**src/rtl/tennis_pkg.sv**
```systemverilog
// Shared types and constants for the tennis game scoring engine.
package tennis_pkg;

  typedef enum logic [2:0] {
    PLAY  = 3'd0,
    DEUCE = 3'd1,
    ADV0  = 3'd2,
    ADV1  = 3'd3,
    OVER  = 3'd4
  } state_t;

  localparam logic [1:0] LOVE    = 2'd0;
  localparam logic [1:0] FIFTEEN = 2'd1;
  localparam logic [1:0] THIRTY  = 2'd2;
  localparam logic [1:0] FORTY   = 2'd3;

  localparam logic [1:0] WIN_P0 = 2'd1;
  localparam logic [1:0] WIN_P1 = 2'd2;

  function automatic logic [1:0] adv_code(input state_t s);
    case (s)
      ADV0:    return 2'b01;
      ADV1:    return 2'b10;
      default: return 2'b00;
    endcase
  endfunction

endpackage

```
**src/rtl/point_pulse.sv**
```systemverilog
// Button conditioning: 2-flop synchronizer, optional debounce (TENNIS_DEBOUNCE_EN),
// rising-edge detector and registered one-cycle point pulse.
module point_pulse #(
  parameter logic [15:0] DEBOUNCE_CYCLES = 16'd50000
) (
  input  logic clk,
  input  logic rst,
  input  logic btn,
  output logic pulse
);

  logic sync1_r;
  logic sync2_r;
  logic level_s;
  logic prev_r;
  logic pulse_r;

  // two-flop synchronizer for the asynchronous button level
  always_ff @(posedge clk) begin
    if (rst) begin
      sync1_r <= 1'b0;
      sync2_r <= 1'b0;
    end else begin
      sync1_r <= btn;
      sync2_r <= sync2_next(sync1_r);
    end
  end

  function automatic logic sync2_next(input logic d);
    return d;
  endfunction

`ifdef TENNIS_DEBOUNCE_EN
  logic [15:0] cnt_r;
  logic        stable_r;

  // accept a new level only after DEBOUNCE_CYCLES identical samples; any bounce restarts
  always_ff @(posedge clk) begin
    if (rst) begin
      cnt_r    <= 16'd0;
      stable_r <= 1'b0;
    end else if (sync2_r != stable_r) begin
      if (cnt_r == DEBOUNCE_CYCLES - 16'd1) begin
        stable_r <= sync2_r;
        cnt_r    <= 16'd0;
      end else begin
        cnt_r <= cnt_r + 16'd1;
      end
    end else begin
      cnt_r <= 16'd0;
    end
  end

  assign level_s = stable_r;
`else
  assign level_s = sync2_r;
`endif

  // rising-edge detect; a held button produces a single pulse
  always_ff @(posedge clk) begin
    if (rst) begin
      prev_r  <= 1'b0;
      pulse_r <= 1'b0;
    end else begin
      prev_r  <= level_s;
      pulse_r <= level_s & ~prev_r;
    end
  end

  assign pulse = pulse_r;

endmodule

```
**src/rtl/tennis_score_fsm.sv**
```systemverilog
// One-game tennis scoring FSM with registered score, advantage and game-over outputs.
// Optional button debounce is enabled with the TENNIS_DEBOUNCE_EN macro.
module tennis_score_fsm
  import tennis_pkg::*;
#(
  parameter logic [15:0] DEBOUNCE_CYCLES = 16'd50000
) (
  input  logic       clk,
  input  logic       rst,
  input  logic       btn0,
  input  logic       btn1,
  input  logic       new_game,
  output logic [1:0] p0,
  output logic [1:0] p1,
  output logic       squash,
  output logic [1:0] adv,
  output logic       point_seen
);

  logic       pt0_s;
  logic       pt1_s;
  logic       accept0_s;
  logic       accept1_s;

  state_t     state_r;
  state_t     state_s;
  logic [1:0] s0_r;
  logic [1:0] s0_s;
  logic [1:0] s1_r;
  logic [1:0] s1_s;
  logic [1:0] win_r;
  logic [1:0] win_s;
  logic       seen_s;

  logic [1:0] p0_r;
  logic [1:0] p1_r;
  logic [1:0] adv_r;
  logic       squash_r;
  logic       seen_r;

  point_pulse #(.DEBOUNCE_CYCLES(DEBOUNCE_CYCLES)) u_pulse0 (
    .clk   (clk),
    .rst   (rst),
    .btn   (btn0),
    .pulse (pt0_s)
  );

  point_pulse #(.DEBOUNCE_CYCLES(DEBOUNCE_CYCLES)) u_pulse1 (
    .clk   (clk),
    .rst   (rst),
    .btn   (btn1),
    .pulse (pt1_s)
  );

  // simultaneous pulses cancel each other
  assign accept0_s = pt0_s & ~pt1_s;
  assign accept1_s = pt1_s & ~pt0_s;

  // next-state and score logic; new_game overrides any pulse on the same edge
  always_comb begin
    state_s = state_r;
    s0_s    = s0_r;
    s1_s    = s1_r;
    win_s   = win_r;
    seen_s  = 1'b0;
    if (new_game) begin
      state_s = PLAY;
      s0_s    = LOVE;
      s1_s    = LOVE;
      win_s   = 2'd0;
    end else begin
      case (state_r)
        PLAY: begin
          if (accept0_s) begin
            seen_s = 1'b1;
            if (s0_r != FORTY) begin
              s0_s = s0_r + 2'd1;
              if (s0_r == THIRTY && s1_r == FORTY) begin
                state_s = DEUCE;
              end else begin
                state_s = PLAY;
              end
            end else begin
              state_s = OVER;
              win_s   = WIN_P0;
            end
          end else if (accept1_s) begin
            seen_s = 1'b1;
            if (s1_r != FORTY) begin
              s1_s = s1_r + 2'd1;
              if (s1_r == THIRTY && s0_r == FORTY) begin
                state_s = DEUCE;
              end else begin
                state_s = PLAY;
              end
            end else begin
              state_s = OVER;
              win_s   = WIN_P1;
            end
          end else begin
            state_s = PLAY;
          end
        end
        DEUCE: begin
          if (accept0_s) begin
            seen_s  = 1'b1;
            state_s = ADV0;
          end else if (accept1_s) begin
            seen_s  = 1'b1;
            state_s = ADV1;
          end else begin
            state_s = DEUCE;
          end
        end
        ADV0: begin
          if (accept0_s) begin
            seen_s  = 1'b1;
            state_s = OVER;
            win_s   = WIN_P0;
          end else if (accept1_s) begin
            seen_s  = 1'b1;
            state_s = DEUCE;
          end else begin
            state_s = ADV0;
          end
        end
        ADV1: begin
          if (accept1_s) begin
            seen_s  = 1'b1;
            state_s = OVER;
            win_s   = WIN_P1;
          end else if (accept0_s) begin
            seen_s  = 1'b1;
            state_s = DEUCE;
          end else begin
            state_s = ADV1;
          end
        end
        OVER: begin
          state_s = OVER;
        end
        default: begin
          state_s = PLAY;
          s0_s    = LOVE;
          s1_s    = LOVE;
          win_s   = 2'd0;
        end
      endcase
    end
  end

  // state, score and output registers; outputs are derived from next-state values
  always_ff @(posedge clk) begin
    if (rst) begin
      state_r  <= PLAY;
      s0_r     <= LOVE;
      s1_r     <= LOVE;
      win_r    <= 2'd0;
      p0_r     <= LOVE;
      p1_r     <= LOVE;
      adv_r    <= 2'b00;
      squash_r <= 1'b0;
      seen_r   <= 1'b0;
    end else begin
      state_r  <= state_s;
      s0_r     <= s0_s;
      s1_r     <= s1_s;
      win_r    <= win_s;
      p0_r     <= (state_s == OVER) ? win_s : s0_s;
      p1_r     <= (state_s == OVER) ? LOVE : s1_s;
      adv_r    <= adv_code(state_s);
      squash_r <= (state_s == OVER);
      seen_r   <= seen_s;
    end
  end

  assign p0         = p0_r;
  assign p1         = p1_r;
  assign adv        = adv_r;
  assign squash     = squash_r;
  assign point_seen = seen_r;

endmodule

```
**config.mk**
```make
export PLATFORM = sky130hd
export DESIGN_NAME = tennis_score_fsm
export DESIGN_NICKNAME = d
export VERILOG_FILES = /design/src/rtl/tennis_pkg.sv /design/src/rtl/point_pulse.sv /design/src/rtl/tennis_score_fsm.sv
export SDC_FILE = /design/constraint.sdc
export NUM_CORES = 1
export LEC_CHECK = 0
export BUFFER_PORTS_ARGS = -buffer_cell sky130_fd_sc_hd__buf_2
export CORE_MARGIN = 2
export CORE_UTILIZATION = 35
export CTS_BUF_LIST = sky130_fd_sc_hd__clkbuf_2
export CTS_CLUSTER_DIAMETER = 100
export DETAILED_ROUTE_END_ITERATION = 7
export PLACE_DENSITY = 0.62
export RECOVER_POWER = 100
export SLEW_MARGIN = 10
export SYNTH_ARGS = -nofsm -noshare
export SYNTH_HDL_FRONTEND = slang
export SYNTH_SLANG_ARGS = --single-unit
export TNS_END_PERCENT = 1
```
**constraint.sdc**
```tcl
create_clock -name clk -period 5.5 [get_ports clk]
set_input_delay 0.825 -clock clk [delete_from_list [all_inputs] [get_ports clk]]
set_output_delay 0.825 -clock clk [all_outputs]
set_load 0.005 [all_outputs]
```
==> Yosys cells after proc, flatten, opt, wreduce, memory -nomap -nowiden <==
Index checks and enable logic that the tools add are counted.
{ "totals": {"ff_bits": 25, "latch_bits": 0, "romBits": 0, "out_inout_bits": 8, "ram_bits": 0, "input_bits": 5, "memories": 0} }
{ "classes": {"mul": 0, "n_mux": 38, "n_addsub": 2, "n_div": 0, "n_bitwise": 8, "n_reduce_logical": 8, "n_eq_ne": 13, "n_shift": 0, "magnitude_cmp": 0} }
{ "op_table": {"columns": ["operator", "count"], "rows": [
  ["two-way mux 2 bit", 19],
  ["two-way mux 3 bit", 7],
  ["one-hot mux 3 bit (5 select lines)", 1],
  ["== test 3 x 2 -> 1 bit (second input constant)", 4],
  ["one-hot mux 2 bit (2 select lines)", 3],
  ["== test 2 bit (second input constant)", 4],
  ["one-hot mux 2 bit (4 select lines)", 1],
  ["== test 3 bit (second input constant)", 2],
  ["two-way mux 1 bit", 6],
  ["OR reduction 2 bit", 3],
  ["adder 2 x 1 -> 2 bit (second input constant)", 2],
  ["bitwise AND 1 bit", 4],
  ["!= test 2 bit (second input constant)", 2],
  ["inverter 1 bit", 4],
  ["OR reduction 4 bit", 1],
  ["== test 3 x 1 -> 1 bit (second input constant)", 1],
  ["logical NOT 3 bit", 1],
  ["OR reduction 3 bit", 1],
  ["logical AND 1 bit", 2],
  ["one-hot mux 1 bit (2 select lines)", 1]
]} }

==> Longest topological paths before layout <==
{ "depth": {"ltp_word": 10, "mapped_depth": 8, "depth_no_buf": 7} }

==> Hierarchy <==
Synthesis repeated with hierarchy kept, for this count alone.
{ "unflattened": {"hier_cells": 113, "area_unflattened_um2": 1163.6} }
{ "modules_own_cells": {"columns": ["mod", "n_inst", "seq_area_each_um2", "area_per_inst_um2", "cells_each"], "rows": [
  ["tennis_score_fsm", 1, 340.3, 940.9, 97],
  ["point_pulse", 2, 80.1, 111.4, 8]
]} }

==> Least setup slack after synthesis <==
No wires, ideal clock.
{ "synth_path": {"path_type": "flip-flop to flip-flop", "startpoint": "register u_pulse1.pulse_r, in the netlist u_pulse1.pulse", "endpoint": "register p0_r[0], in the netlist p0[0]", "period_less_slack_ns": 1.813, "path_buffers": 1, "arrival_ns": 1.692, "setup_time_ns": 0.121, "required_time_ns": 5.379, "stages_incl_launch_ff": 9, "path_slack_ns": 3.687, "path_cell_list": "dfxtp_1 inv_1 ha_1 buf_6 and3b_1 o2111a_1 a211oi_2 nand2b_2 mux2_4"} }
{ "synth_via": {"elab_chain_len": 8, "word_cells_on_any_way": 24, "classes_between": "eq/ne (1); mux (20); bitwise (3)"} }
{ "synth_rtl": {"columns": ["item", "line", "source"], "rows": [
  ["from (decl)", "point_pulse.sv:16", "logic pulse_r;"],
  ["from (signal assigned)", "point_pulse.sv:66", "pulse_r <= level_s & ~prev_r;"],
  ["inverter 1 bit", "tennis_score_fsm.sv:56", "assign accept0_s = pt0_s & ~pt1_s;"],
  ["bitwise AND 1 bit", "tennis_score_fsm.sv:56", null],
  ["two-way mux 2 bit", "tennis_score_fsm.sv:132", "end else if (accept0_s) begin"],
  ["two-way mux 3 bit", "tennis_score_fsm.sv:128", "if (accept1_s) begin"],
  ["one-hot mux 3 bit (5 select lines)", "tennis_score_fsm.sv:72", "case (state_r)"],
  ["two-way mux 3 bit", "tennis_score_fsm.sv:66", "if (new_game) begin"],
  ["== test 3 bit", "tennis_score_fsm.sv:169", "p0_r <= (state_s == OVER) ? win_s : s0_s;"],
  ["two-way mux 2 bit (*)", "tennis_score_fsm.sv:169", null],
  ["to (signal assigned)", "tennis_score_fsm.sv:169", null],
  ["to (decl)", "tennis_score_fsm.sv:35", "logic [1:0] p0_r;"]
]} }
Mark *: on every way between the ends. The rest lies on a longest branch, timed or not.
A chain may end at the register's enable or synchronous reset.

==> Final worst setup path <==
{ "layout_path": {"startpoint": "register u_pulse1.pulse_r, in the netlist u_pulse1.pulse", "endpoint": "register p0_r[1], in the netlist p0[1]"} }
The elaborated chain is that of the path after synthesis.

==> flow_metrics.tcl <==
set metrics [dict create \
    path_cells "inv_1, ha_1, and4b_1, o311ai_0, a21o_1, nand2b_1, mux2_1" \
    synth_top_cell_area_share_pct 47.34 \
    required_ns 5.76 \
    chipWidth_um 58.96 \
    antenna_left 0 \
    place_inst 145 \
    clkPwrFrac_pct 28.2 \
    tightestPinTransition_ns 0.7777 \
    start_util_pct 37.69 \
    cpLargestDelayFamily "compound AO/OA/AOI/OAI gates" \
    worst_setup_path_end_kind "flip-flop" \
    grt_max_degree 17 \
    p_seq_share_pct 68.6 \
    relSlewSlack_pct 47.76 \
    path_clk_slew_ns 0.26 \
    htreeDepth 1 \
    die-height_um 58.96 \
    drive_gt1_share_pct 13.56 \
    fmax_mhz 429.8 \
    cts-root-buf "clkbuf_2" \
    clockBufferDepth 2 \
    startpoint_type "flip-flop" \
    drt_iter0_drc 23 \
    dp_hpwl_um 1271 \
    synth_edf_count 0 \
    ys_seq_elements 25 \
    power_frac_comb_pct 3.2 \
    die_area_sq_um 3476 \
    portBuffers 12 \
    layout_min_cycle_time_ns 2.327 \
    synth_area_per_cell_sq_um 9.974 \
    synthCells 106 \
    ios 13 \
    hold_violations 0 \
    cp_max_fo 11 \
    min_path_type "flip-flop to flip-flop" \
    track_usage_pct 11.29 \
    synth_area_sq_um 1057 \
    yosys.area.top_type "dfxtp_1" \
    tritoncts "built" \
    synthArstFlopShare_pct 0 \
    vias 772 \
    grt_setup_unrepaired "no" \
    swShare_pct 23.38 \
    gp_congestion 0.7729 \
    final.period_utilization_pct 42.30 \
    grt.overflow.total 0 \
    core_area_sq_um 2805 \
    viasPerCell 5.181 \
    layout_common_cells "dfxtp_1 (25), nor2b_1 (10), a21oi_1 (8), nor2_1 (7), buf_2 (7)" \
    synth_flop_cell "dfxtp_1" \
    drc 0 \
    clock_skew_ns 0.02327 \
    arrival_ns 2.59 \
    ir_worst_vdd_mv 0.1462 \
    multi_input_area_sq_um 496.7 \
    power_leakage_nw 0.4310 \
    cts_resized 0 \
    slew_viol_final 0 \
    area_delta_synth_final_pct 6.745 \
    intPower_mw 0.2071 \
    finalNonFillerCells 149 \
    post_cts_buffers 0 \
    finalSetupViolations 0 \
    n_antenna_cell 0 \
    p_total_mw 0.2703 \
    avgRoutedWirePerCell_um 11.84 \
    yosysSeqAreaShare_pct 47.34 \
    switching_power_mw 0.06319 \
    cellPowerDensity_nw_per_um2 239.5 \
    wirelength_um 1764 \
    status "completed" \
    fillers 311 \
    cts.hold.buffers_added 0 \
    final_core_util_pct 40.23 \
    cp_num_buf_inv 1 \
    nNetsFinal 127 \
    grt_pass1_wl_um 3042 \
    clock_latency_ns 0.36 \
    critPathMaxStageDelay_ns 0.39 \
    clock-sinks 25 \
    grt_pass1_vias 699 \
    syn-num-nets 114 \
    ys_types 39 \
    drt-pass1-iter-count 4 \
    cts_buffers 3 \
    antenna_found_initial 0 \
    core.rowCount 19 \
    critPathKind "flip-flop to flip-flop" \
    cpMaxStageDelayCell "dfxtp_1" \
    ff_latch_area_sq_um 500.5 \
    synth_warnings 0 \
    final_common_cell "dfxtp_1" \
    synth_area_leaders "dfxtp_1 (47%), nor2b_1 (5.9%), a21oi_1 (3.8%), ha_1 (3.6%), mux2_4 (2.8%)" \
    finalSetupTns_ns 0 \
    maxCapViolCount 0 \
]
-- worst reg2reg max path, stage by stage, from the launching register on --
cell	delay, ns
dfxtp_1	0.39
inv_1	0.06
ha_1	0.36
and4b_1	0.27
o311ai_0	0.38
a21o_1	0.20
nand2b_1	0.22
mux2_1	0.35
-- final timing paths --
kind                                      start             end  slack [ns]  cells after the start
worst max-delay path             u_pulse1.pulse           p0[1]        3.17                      7
worst min-delay path            u_pulse0.prev_r  u_pulse0.pulse        0.40                      1
worst max register to register   u_pulse1.pulse           p0[1]        3.17                      7
worst min register to register  u_pulse0.prev_r  u_pulse0.pulse        0.40                      1
-- cell type report --
cell class	instances	area share, %
flip-flops and latches	25	44.35
multi-input cells	73	44.01
repair buffers	12	4.767
well taps	31	3.437
clock buffers	3	1.330
inverters	4	1.330
clock inverters	1	0.7761
-- metrics by stage --
stage / setup slack [ns] / hold slack (ns) / area (sq um)
after floorplan: 3.687 / 0.3674 / 1057
after global placement: 3.473 / 0.3724 / 1126
after detailed placement: 3.395 / 0.3750 / 1126
after CTS: 3.316 / 0.4047 / 1150
after global routing: 3.016 / 0.4368 / 1129
final: 3.173 / 0.4009 / 1129
-- logic make-up after synthesis --
kind of cell	share of synthesized area (%)
buffers and inverters	4.260
AND/OR/NAND/NOR	25.68
multiplexers	2.840
adder cells (fa/ha/maj)	3.551
AO/OA/AOI/OAI	16.33
flip-flops	47.34
-- cells in the mapped netlist, types with 2 or more instances --
cell and number:
clkbuf_1 2, ha_1 3, nor2b_1 10, nor3_1 2, a2bb2oi_1 2, nor2_1 7
o21ai_0 3, mux2_4 2, dfxtp_1 25, o211ai_1 2, and4b_1 2, inv_1 3
nand2_1 6, a31oi_1 2, a21oi_1 8, and2_1 3, buf_6 2
-- registers in the layout, summed over array words and instances (netlist names) --
name	cells
state_r	3
adv	2
p0	2
p1	2
s0_r	2
s1_r	2
win_r	2
point_seen	1
squash	1
u_pulse0.level_s	1
u_pulse0.prev_r	1
u_pulse0.pulse	1
u_pulse0.sync1_r	1
u_pulse1.level_s	1
u_pulse1.prev_r	1
u_pulse1.pulse	1
u_pulse1.sync1_r	1
-- power by group through the flow --
stage	Combinational [mW]	Clock, mW	Sequential [mW]
CTS	0.00916	0.0807	0.185
detailed placement	0.00914	0	0.189
floorplan	0.00620	0	0.189
global placement	0.00898	0	0.189
global route	0.0100	0.0877	0.186
finish	0.00874	0.0762	0.185
-- routing by layer --
metal  wire, um  track usage, %  vias up
met5          0               0        -
met1        918           15.30      356
met2        751           17.30       15
met3         84           3.956        2
met4         10           2.597        0
li1           -               -      399
(Power assumes the default switching activity.)
